==> config.mk <==
export PLATFORM = sky130hd
export DESIGN_NAME = video_composite_timing_flat
export DESIGN_NICKNAME = d
export VERILOG_FILES = /design/src/rtl/video_composite_timing_if.sv /design/src/rtl/video_composite_timing.sv /design/src/flat_wrapper.sv
export SDC_FILE = /design/constraint.sdc
export NUM_CORES = 1
export LEC_CHECK = 0
export CELL_PAD_IN_SITES_DETAIL_PLACEMENT = 0
export CELL_PAD_IN_SITES_GLOBAL_PLACEMENT = 1
export CORE_MARGIN = 5
export CORE_UTILIZATION = 43
export CTS_CLUSTER_DIAMETER = 30
export DETAILED_ROUTE_END_ITERATION = 10
export PLACE_DENSITY = 0.87
export SYNTH_ARGS = -nofsm -noshare
export SYNTH_HDL_FRONTEND = slang
export SYNTH_SLANG_ARGS = --single-unit
==> constraint.sdc <==
create_clock -name clk -period 2.4 [get_ports clk]
set_input_delay 0.48 -clock clk [delete_from_list [all_inputs] [get_ports clk]]
set_output_delay 0.48 -clock clk [all_outputs]
set_load 0.005 [all_outputs]
==> src/rtl/video_composite_timing_if.sv <==
// Composite timing bundle: runtime mode request in, sync,
// picture and fetch strobes out to modulator and line buffer.
interface video_composite_timing_if;
  logic [1:0]  mode;
  logic [1:0]  mode_cur;
  logic [10:0] h_pos;
  logic [9:0]  v_hl;
  logic        field;
  logic        sync_n;
  logic        hsync_n;
  logic        vsync_n;
  logic        burst;
  logic        active;
  logic        next_pixel;
  logic        next_line;
  logic        next_frame;
  logic        vblank_pulse;
  logic        current_field;

  modport master (
    input  mode,
    output mode_cur, h_pos, v_hl, field,
    output sync_n, hsync_n, vsync_n,
    output burst, active, next_pixel,
    output next_line, next_frame,
    output vblank_pulse, current_field
  );

  modport slave (
    output mode,
    input  mode_cur, h_pos, v_hl, field,
    input  sync_n, hsync_n, vsync_n,
    input  burst, active, next_pixel,
    input  next_line, next_frame,
    input  vblank_pulse, current_field
  );
endinterface

==> src/rtl/video_composite_timing.sv <==
// Parametrised composite/RGB sync and timing generator with
// interlaced and two progressive line modes, field-deferred.
module video_composite_timing #(
  parameter int H_SYNC        = 118,
  parameter int H_BACK_PORCH  = 118,
  parameter int H_ACTIVE      = 1280,
  parameter int H_FRONT_PORCH = 72,
  parameter int H_VSYNC_LEN   = 678,
  parameter int H_EQ_LEN      = 58,
  parameter int H_BURST_START = 132,
  parameter int H_BURST_END   = 196,
  parameter int LINES         = 262,
  parameter int EQ_HL         = 6,
  parameter int V_ACT_START   = 42,
  parameter int V_ACT_HL      = 480,
  parameter int V_BURST_LEAD  = 20
) (
  input logic clk,
  input logic rst,
  video_composite_timing_if.master vif
);

  localparam int H_TOTAL = H_SYNC + H_BACK_PORCH
                         + H_ACTIVE + H_FRONT_PORCH;
  localparam int H_HALF  = H_TOTAL / 2;

  localparam logic [10:0] HT_M1 = 11'(H_TOTAL - 1);
  localparam logic [10:0] HH    = 11'(H_HALF);
  localparam logic [10:0] HH_M1 = 11'(H_HALF - 1);
  localparam logic [10:0] HS    = 11'(H_SYNC);
  localparam logic [10:0] HA0   = 11'(H_SYNC + H_BACK_PORCH);
  localparam logic [10:0] HA0_M1 = 11'(H_SYNC + H_BACK_PORCH - 1);
  localparam logic [10:0] HA1   = 11'(H_SYNC + H_BACK_PORCH + H_ACTIVE);
  localparam logic [10:0] VL    = 11'(H_VSYNC_LEN);
  localparam logic [10:0] HH_VL = 11'(H_HALF + H_VSYNC_LEN);
  localparam logic [10:0] EQL   = 11'(H_EQ_LEN);
  localparam logic [10:0] HH_EQ = 11'(H_HALF + H_EQ_LEN);
  localparam logic [10:0] BS    = 11'(H_BURST_START);
  localparam logic [10:0] BE    = 11'(H_BURST_END);

  localparam logic [9:0] EQ1    = 10'(EQ_HL);
  localparam logic [9:0] EQ2    = 10'(2 * EQ_HL);
  localparam logic [9:0] EQ3    = 10'(3 * EQ_HL);
  localparam logic [9:0] VAS    = 10'(V_ACT_START);
  localparam logic [9:0] VAL_M1 = 10'(V_ACT_HL - 1);
  localparam logic [9:0] VBL    = 10'(V_BURST_LEAD);
  localparam logic [9:0] FL_INT = 10'(2 * LINES);
  localparam logic [9:0] FL_P1  = 10'(2 * LINES + 1);
  localparam logic [9:0] FL_P0  = 10'(2 * LINES - 1);

  localparam logic [1:0] M_INT = 2'd0;
  localparam logic [1:0] M_P1  = 2'd1;
  localparam logic [1:0] M_P0  = 2'd2;

  logic [10:0] hc;
  logic [9:0]  vc;
  logic        fld;
  logic [1:0]  mc;
  logic        pend;
  logic        cf;

  logic [9:0]  f_last;
  logic [9:0]  s_act;
  logic [9:0]  v_end;
  logic        hl_end;
  logic        wrap;
  logic        last_fld;
  logic        v_act;
  logic        v_burst;
  logic        eq_reg;
  logic        vs_reg;
  logic        broad;
  logic        eqp;
  logic        hsp;
  logic        h_act;
  logic        h_burst;
  logic        nl_hit;
  logic        pend_set;
  logic        sync_c;

  assign hl_end   = (hc == HH_M1) || (hc == HT_M1);
  assign wrap     = hl_end && (vc == f_last);
  assign last_fld = (mc != M_INT) || fld;

  assign s_act   = VAS + {9'd0, fld & (mc == M_INT)};
  assign v_end   = s_act + VAL_M1;
  assign v_act   = (vc >= s_act) && (vc <= v_end);
  assign v_burst = (vc >= s_act - VBL) && (vc <= v_end);

  assign eq_reg = (vc < EQ1) || ((vc >= EQ2) && (vc < EQ3));
  assign vs_reg = (vc >= EQ1) && (vc < EQ2);

  assign broad = (hc < VL) || ((hc >= HH) && (hc < HH_VL));
  assign eqp   = (hc < EQL) || ((hc >= HH) && (hc < HH_EQ));
  assign hsp   = hc < HS;

  assign h_act   = (hc >= HA0) && (hc < HA1);
  assign h_burst = (hc >= BS) && (hc < BE);
  assign nl_hit  = hc == HA0_M1;

  assign pend_set = hl_end && (vc == s_act - 10'd1);

  // Last half-line index of the field for the mode in effect
  always_comb begin
    f_last = FL_INT;
    unique case (1'b1)
      (mc == M_P1): f_last = FL_P1;
      (mc == M_P0): f_last = FL_P0;
      default:      f_last = FL_INT;
    endcase
  end

  // Composite sync picks pulse shape by vertical region
  always_comb begin
    sync_c = hsp;
    unique case (1'b1)
      vs_reg:  sync_c = broad;
      eq_reg:  sync_c = eqp;
      default: sync_c = hsp;
    endcase
  end

  // Raster counters, field sequencing and deferred mode latch
  always_ff @(posedge clk or posedge rst) begin
    if (rst) begin
      hc  <= '0;
      vc  <= '0;
      fld <= 1'b0;
      mc  <= M_INT;
    end else begin
      hc <= (hc == HT_M1) ? 11'd0 : hc + 11'd1;
      if (hl_end)
        vc <= wrap ? 10'd0 : vc + 10'd1;
      if (wrap) begin
        fld <= (mc == M_INT) ? ~fld : 1'b0;
        if (last_fld)
          mc <= (vif.mode == 2'd3) ? M_INT : vif.mode;
      end
    end
  end

  // Arms the frame strobe one half-line before picture start
  always_ff @(posedge clk or posedge rst) begin
    if (rst) begin
      pend <= 1'b0;
      cf   <= 1'b0;
    end else if (pend_set) begin
      pend <= 1'b1;
      cf   <= fld;
    end else if (pend && nl_hit) begin
      pend <= 1'b0;
    end
  end

  // Output register stage keeps every output on the same clock
  always_ff @(posedge clk or posedge rst) begin
    if (rst) begin
      vif.mode_cur      <= 2'd0;
      vif.h_pos         <= '0;
      vif.v_hl          <= '0;
      vif.field         <= 1'b0;
      vif.sync_n        <= 1'b1;
      vif.hsync_n       <= 1'b1;
      vif.vsync_n       <= 1'b1;
      vif.burst         <= 1'b0;
      vif.active        <= 1'b0;
      vif.next_pixel    <= 1'b0;
      vif.next_line     <= 1'b0;
      vif.next_frame    <= 1'b0;
      vif.vblank_pulse  <= 1'b0;
      vif.current_field <= 1'b0;
    end else begin
      vif.mode_cur      <= mc;
      vif.h_pos         <= hc;
      vif.v_hl          <= vc;
      vif.field         <= fld;
      vif.sync_n        <= ~sync_c;
      vif.hsync_n       <= ~hsp;
      vif.vsync_n       <= ~vs_reg;
      vif.burst         <= v_burst & h_burst;
      vif.active        <= h_act & v_act;
      vif.next_pixel    <= h_act;
      vif.next_line     <= nl_hit;
      vif.next_frame    <= pend & nl_hit;
      vif.vblank_pulse  <= wrap;
      vif.current_field <= cf;
    end
  end

endmodule

==> src/flat_wrapper.sv <==
// flat-port wrapper written by rule: the top's interface ports become plain ports
module video_composite_timing_flat 
#(
  parameter int H_SYNC        = 118,
  parameter int H_BACK_PORCH  = 118,
  parameter int H_ACTIVE      = 1280,
  parameter int H_FRONT_PORCH = 72,
  parameter int H_VSYNC_LEN   = 678,
  parameter int H_EQ_LEN      = 58,
  parameter int H_BURST_START = 132,
  parameter int H_BURST_END   = 196,
  parameter int LINES         = 262,
  parameter int EQ_HL         = 6,
  parameter int V_ACT_START   = 42,
  parameter int V_ACT_HL      = 480,
  parameter int V_BURST_LEAD  = 20
)
  (clk, rst, vif_mode, vif_mode_cur, vif_h_pos, vif_v_hl, vif_field, vif_sync_n, vif_hsync_n, vif_vsync_n, vif_burst, vif_active, vif_next_pixel, vif_next_line, vif_next_frame, vif_vblank_pulse, vif_current_field);
  video_composite_timing_if vif_i ();
  input logic clk;
  input logic rst;
  input wire logic [$bits(vif_i.mode)-1:0] vif_mode;
  output wire logic [$bits(vif_i.mode_cur)-1:0] vif_mode_cur;
  output wire logic [$bits(vif_i.h_pos)-1:0] vif_h_pos;
  output wire logic [$bits(vif_i.v_hl)-1:0] vif_v_hl;
  output wire logic [$bits(vif_i.field)-1:0] vif_field;
  output wire logic [$bits(vif_i.sync_n)-1:0] vif_sync_n;
  output wire logic [$bits(vif_i.hsync_n)-1:0] vif_hsync_n;
  output wire logic [$bits(vif_i.vsync_n)-1:0] vif_vsync_n;
  output wire logic [$bits(vif_i.burst)-1:0] vif_burst;
  output wire logic [$bits(vif_i.active)-1:0] vif_active;
  output wire logic [$bits(vif_i.next_pixel)-1:0] vif_next_pixel;
  output wire logic [$bits(vif_i.next_line)-1:0] vif_next_line;
  output wire logic [$bits(vif_i.next_frame)-1:0] vif_next_frame;
  output wire logic [$bits(vif_i.vblank_pulse)-1:0] vif_vblank_pulse;
  output wire logic [$bits(vif_i.current_field)-1:0] vif_current_field;
  assign vif_i.mode = vif_mode;
  assign vif_mode_cur = vif_i.mode_cur;
  assign vif_h_pos = vif_i.h_pos;
  assign vif_v_hl = vif_i.v_hl;
  assign vif_field = vif_i.field;
  assign vif_sync_n = vif_i.sync_n;
  assign vif_hsync_n = vif_i.hsync_n;
  assign vif_vsync_n = vif_i.vsync_n;
  assign vif_burst = vif_i.burst;
  assign vif_active = vif_i.active;
  assign vif_next_pixel = vif_i.next_pixel;
  assign vif_next_line = vif_i.next_line;
  assign vif_next_frame = vif_i.next_frame;
  assign vif_vblank_pulse = vif_i.vblank_pulse;
  assign vif_current_field = vif_i.current_field;
  video_composite_timing #(.H_SYNC(H_SYNC), .H_BACK_PORCH(H_BACK_PORCH), .H_ACTIVE(H_ACTIVE), .H_FRONT_PORCH(H_FRONT_PORCH), .H_VSYNC_LEN(H_VSYNC_LEN), .H_EQ_LEN(H_EQ_LEN), .H_BURST_START(H_BURST_START), .H_BURST_END(H_BURST_END), .LINES(LINES), .EQ_HL(EQ_HL), .V_ACT_START(V_ACT_START), .V_ACT_HL(V_ACT_HL), .V_BURST_LEAD(V_BURST_LEAD)) u_core (.clk(clk), .rst(rst), .vif(vif_i));
endmodule
==> results of run 1 <==
## critical path, delay by kind of cell (launching register included)
| kind | cells | cell delay (ns) |
|---|---|---|
| multiplexers | 1 | 0.13 |
| AND/OR/NAND/NOR | 4 | 1.46 |
| flip-flops | 1 | 0.45 |
## worst paths after layout
| check | to | depth (start not counted) |
|---|---|---|
| worst max-delay path | u_core.mc[0] | 5 |
| worst min-delay path | u_core.vif.current_field | 0 |
| min in group asynchronous | u_core.pend | 3 |
| max in group asynchronous | u_core.vif.hsync_n | 3 |
| worst max register to register | u_core.mc[0] | 5 |
| worst min register to register | u_core.vif.current_field | 0 |
## cells by family (layout without fill, tap and decap cells)
logic type	Yosys count	after routing	share of synthesized area
xor+xnor	12	12	0.0383
simple gates	97	97	0.211
fa+ha+maj	8	8	0.0365
flops	60	60	0.549
compound gates	47	47	0.113
mux	3	3	0.0114
buf+inv	27	75	0.0411
## area by class of cell
| type | count | area (sq um) |
|---|---|---|
| Fill cell | 557 | 2830 |
| Sequential cell | 60 | 1510 |
| Multi-Input combinational cell | 167 | 1120 |
| Timing Repair Buffer | 47 | 458 |
| Clock buffer | 13 | 179 |
| Tap cell | 77 | 96.3 |
| Inverter | 12 | 45.0 |
| Clock inverter | 3 | 42.5 |
## placed cells by master (no fill, tap or decap), drive strengths merged, types with 2 or more instances in the layout
master         instances
o211ai                 3
ha                     8
nor3                   9
a21oi                  8
or3                    4
nor4b                  2
nand2b                 4
xnor2                  7
dfstp                  3
or4                    2
o21ai                 16
nor2                  20
o22ai                  2
mux2i                  2
nor3b                  3
nor4                   4
nand3                 14
inv                   12
clkdlybuf4s50         37
a2bb2oi                3
nand2                 18
o31ai                  5
xor2                   5
nor2b                  6
or2                    2
dfrtp                 57
clkbuf                13
or3b                   2
buf                   10
and3                   3
## layer usage
| metal | global-route usage | routed length, um | vias up | part of all wire |
|---|---|---|---|---|
| met2 | 0.218 | 2570 | 62 | 0.44 |
| li1 | - | - | 967 | - |
| met5 | 0 | 0 | - | 0 |
| met4 | 0.0893 | 144 | 0 | 0.025 |
| met1 | 0.214 | 2750 | 1007 | 0.47 |
| met3 | 0.0392 | 349 | 14 | 0.060 |
## through the flow
stage,hold slack (ns),utilization
5_1_grt,0.391,0.550
3_5_place_dp,0.359,0.514
2_1_floorplan,0.348,-
6_report,0.371,0.550
4_1_cts,0.373,0.550
3_3_place_gp,0.358,0.514
## flip-flops by register name (all words and copies together), names as in the netlist
name and flops:
u_core.vif.vblank_pulse 1, u_core.vif.field 1, u_core.vif.mode_cur 2, u_core.mc 2
u_core.vif.burst 1, u_core.vif.vsync_n 1, u_core.cf 1, u_core.vc 10
u_core.vif.v_hl 10, u_core.vif.hsync_n 1, u_core.vif.next_line 1, u_core.pend 1
u_core.hc 11, u_core.vif.active 1, u_core.vif.sync_n 1, u_core.vif.next_pixel 1
u_core.vif.current_field 1, u_core.vif.next_frame 1, u_core.vif.h_pos 11, u_core.fld 1
## report_power, final
group / total (uW) / internal [uW] / switching [uW]
logic: 42.1 / 16.1 / 26.0
clock network: 971 / 591 / 380
registers: 1020 / 1020 / 1.54
total: 2030 / 1620 / 408
==> metrics.csv, run 1 <==
metric,value,unit
setup ws final,0.250,ns
layout cells sized above 1,0.146,
unrepaired setup endpoints after global routing,false,
post-synthesis cell type count,56,
Vias,2050,
CP arrival,2.38,ns
"Period Utilization, post-route",0.896,
Worst setup startpoint,u_core.vc[6],
Critical Path Max Stage Delay,0.50,ns
hold path start,u_core.cf,
worst-case clock buffer depth,2,
top post-synthesis cells by area,"dfrtp_1 52%, ha_1 3.6%, dfstp_2 2.9%",
Total GRT Usage,0.154,
crit start category,register,
ys async rst share,1.00,
VDD IR max,0.387,mV
Mapped Nets,266,
Final Hold Fails,0,
Syn Inst Count,254,
Die Height,89.9,um
CTS resizes,0,
Initial Utilization,0.437,
TritonCTS clock tree,yes,
Top Ports,38,
Syn Area/Cell,10.8,sq um
most common cell in the netlist,dfrtp_1,
Worst path slowest cell,or3_1,
total power,2030,uW
DP Worst Slack,0.256,ns
Synth Register Bits,60,
final slew viol count,0,
mapped cell area,0.00274,sq mm
initial antenna violation count,0,
Routed WL,5820,um
number of enable flip-flop cells after synthesis,0,
Hold Buf Count CTS,0,
dpl cells,363,
critical path type,reg -> reg,
worst path cell trace,or3_1 -> nor3_4 -> nor3b_4 -> or3b_4 -> mux2i_1,
clock root cell,clkbuf_8,
area share of the leading cell type in the synthesized netlist,0.520,
Max Fclk,465,MHz
Max-Slew Margin vs Limit,0.641,
slack of the worst reg-to-reg path,0.25,ns
Worst Skew,0.00548,ns
Initial DRC Count,139,
grt total ovfl,0,
clock slew at reported path FFs,0.07,ns
final setup TNS,0,ns
"Setup Fix Bufs, Post-CTS",0,
"Seq/Total Area, Yosys",0.549,
leakage,0.00153,uW
design area,0.00345,sq mm
core area,0.00628,sq mm
hold crit path type,reg -> reg,
Max Cap Viol,0,
Inserted Diodes,0,
Worst R2R Start,u_core.vc[6],
area post-placement,0.00323,sq mm
Post-DRT Antenna Nets,0,
clk_lat worst skew,0.34,ns
fin nets,309,
Avg WL per Cell,15.3,um
WP data required,2.63,ns
largest net degree at the start of global routing,61,
CTS Sinks,60,
Initial DRT Pass Iterations,4,
Power Dens Cells,588,mW/mm^2
Commonest cells post-synth,"57 x dfrtp_1, 18 x nand2_1, 18 x nor2_1, 14 x nand3_1, 13 x o21ai_0",
Worst Max-Slew Pin Slew,0.534,ns
Residual DRC,0,
Die ar.,0.00808,sq mm
"Primary FF master, synth",dfrtp_1,
Synth area leader,dfrtp_1,
status,"finished, final reports clean",
std cell rows,29,
Layout Cells excl Fill,379,
post-DP HPWL,4140,um
Layout area overhead,25.8,%
via count of the first global-routing pass,2061,
Setup crit end kind,register,
Synth Warn #,0,
CP max FO,8,
Num CTS Buffers,9,
chip width,89.9,um
endpoints failing setup,0,
port bufs,37,
Final Wtd Congestion,0.887,
min Tclk post-route,2.15,ns
DR vias/cell,5.41,
depth of the CTS H-tree,3,
first-pass GRT wire length,9990,um
Note: power is estimated with default switching activity, not from simulation.
==> run 2: changes to the inputs <==
--- a/config.mk
+++ b/config.mk
@@ -11,6 +11,7 @@
 export CORE_UTILIZATION = 43
 export CTS_CLUSTER_DIAMETER = 30
 export DETAILED_ROUTE_END_ITERATION = 10
+export GPL_ROUTABILITY_DRIVEN = 0
 export PLACE_DENSITY = 0.87
 export SYNTH_ARGS = -nofsm -noshare
 export SYNTH_HDL_FRONTEND = slang
==> results of run 2 <==
No change in the layout: final DEF, timing and power equal those of run 1.
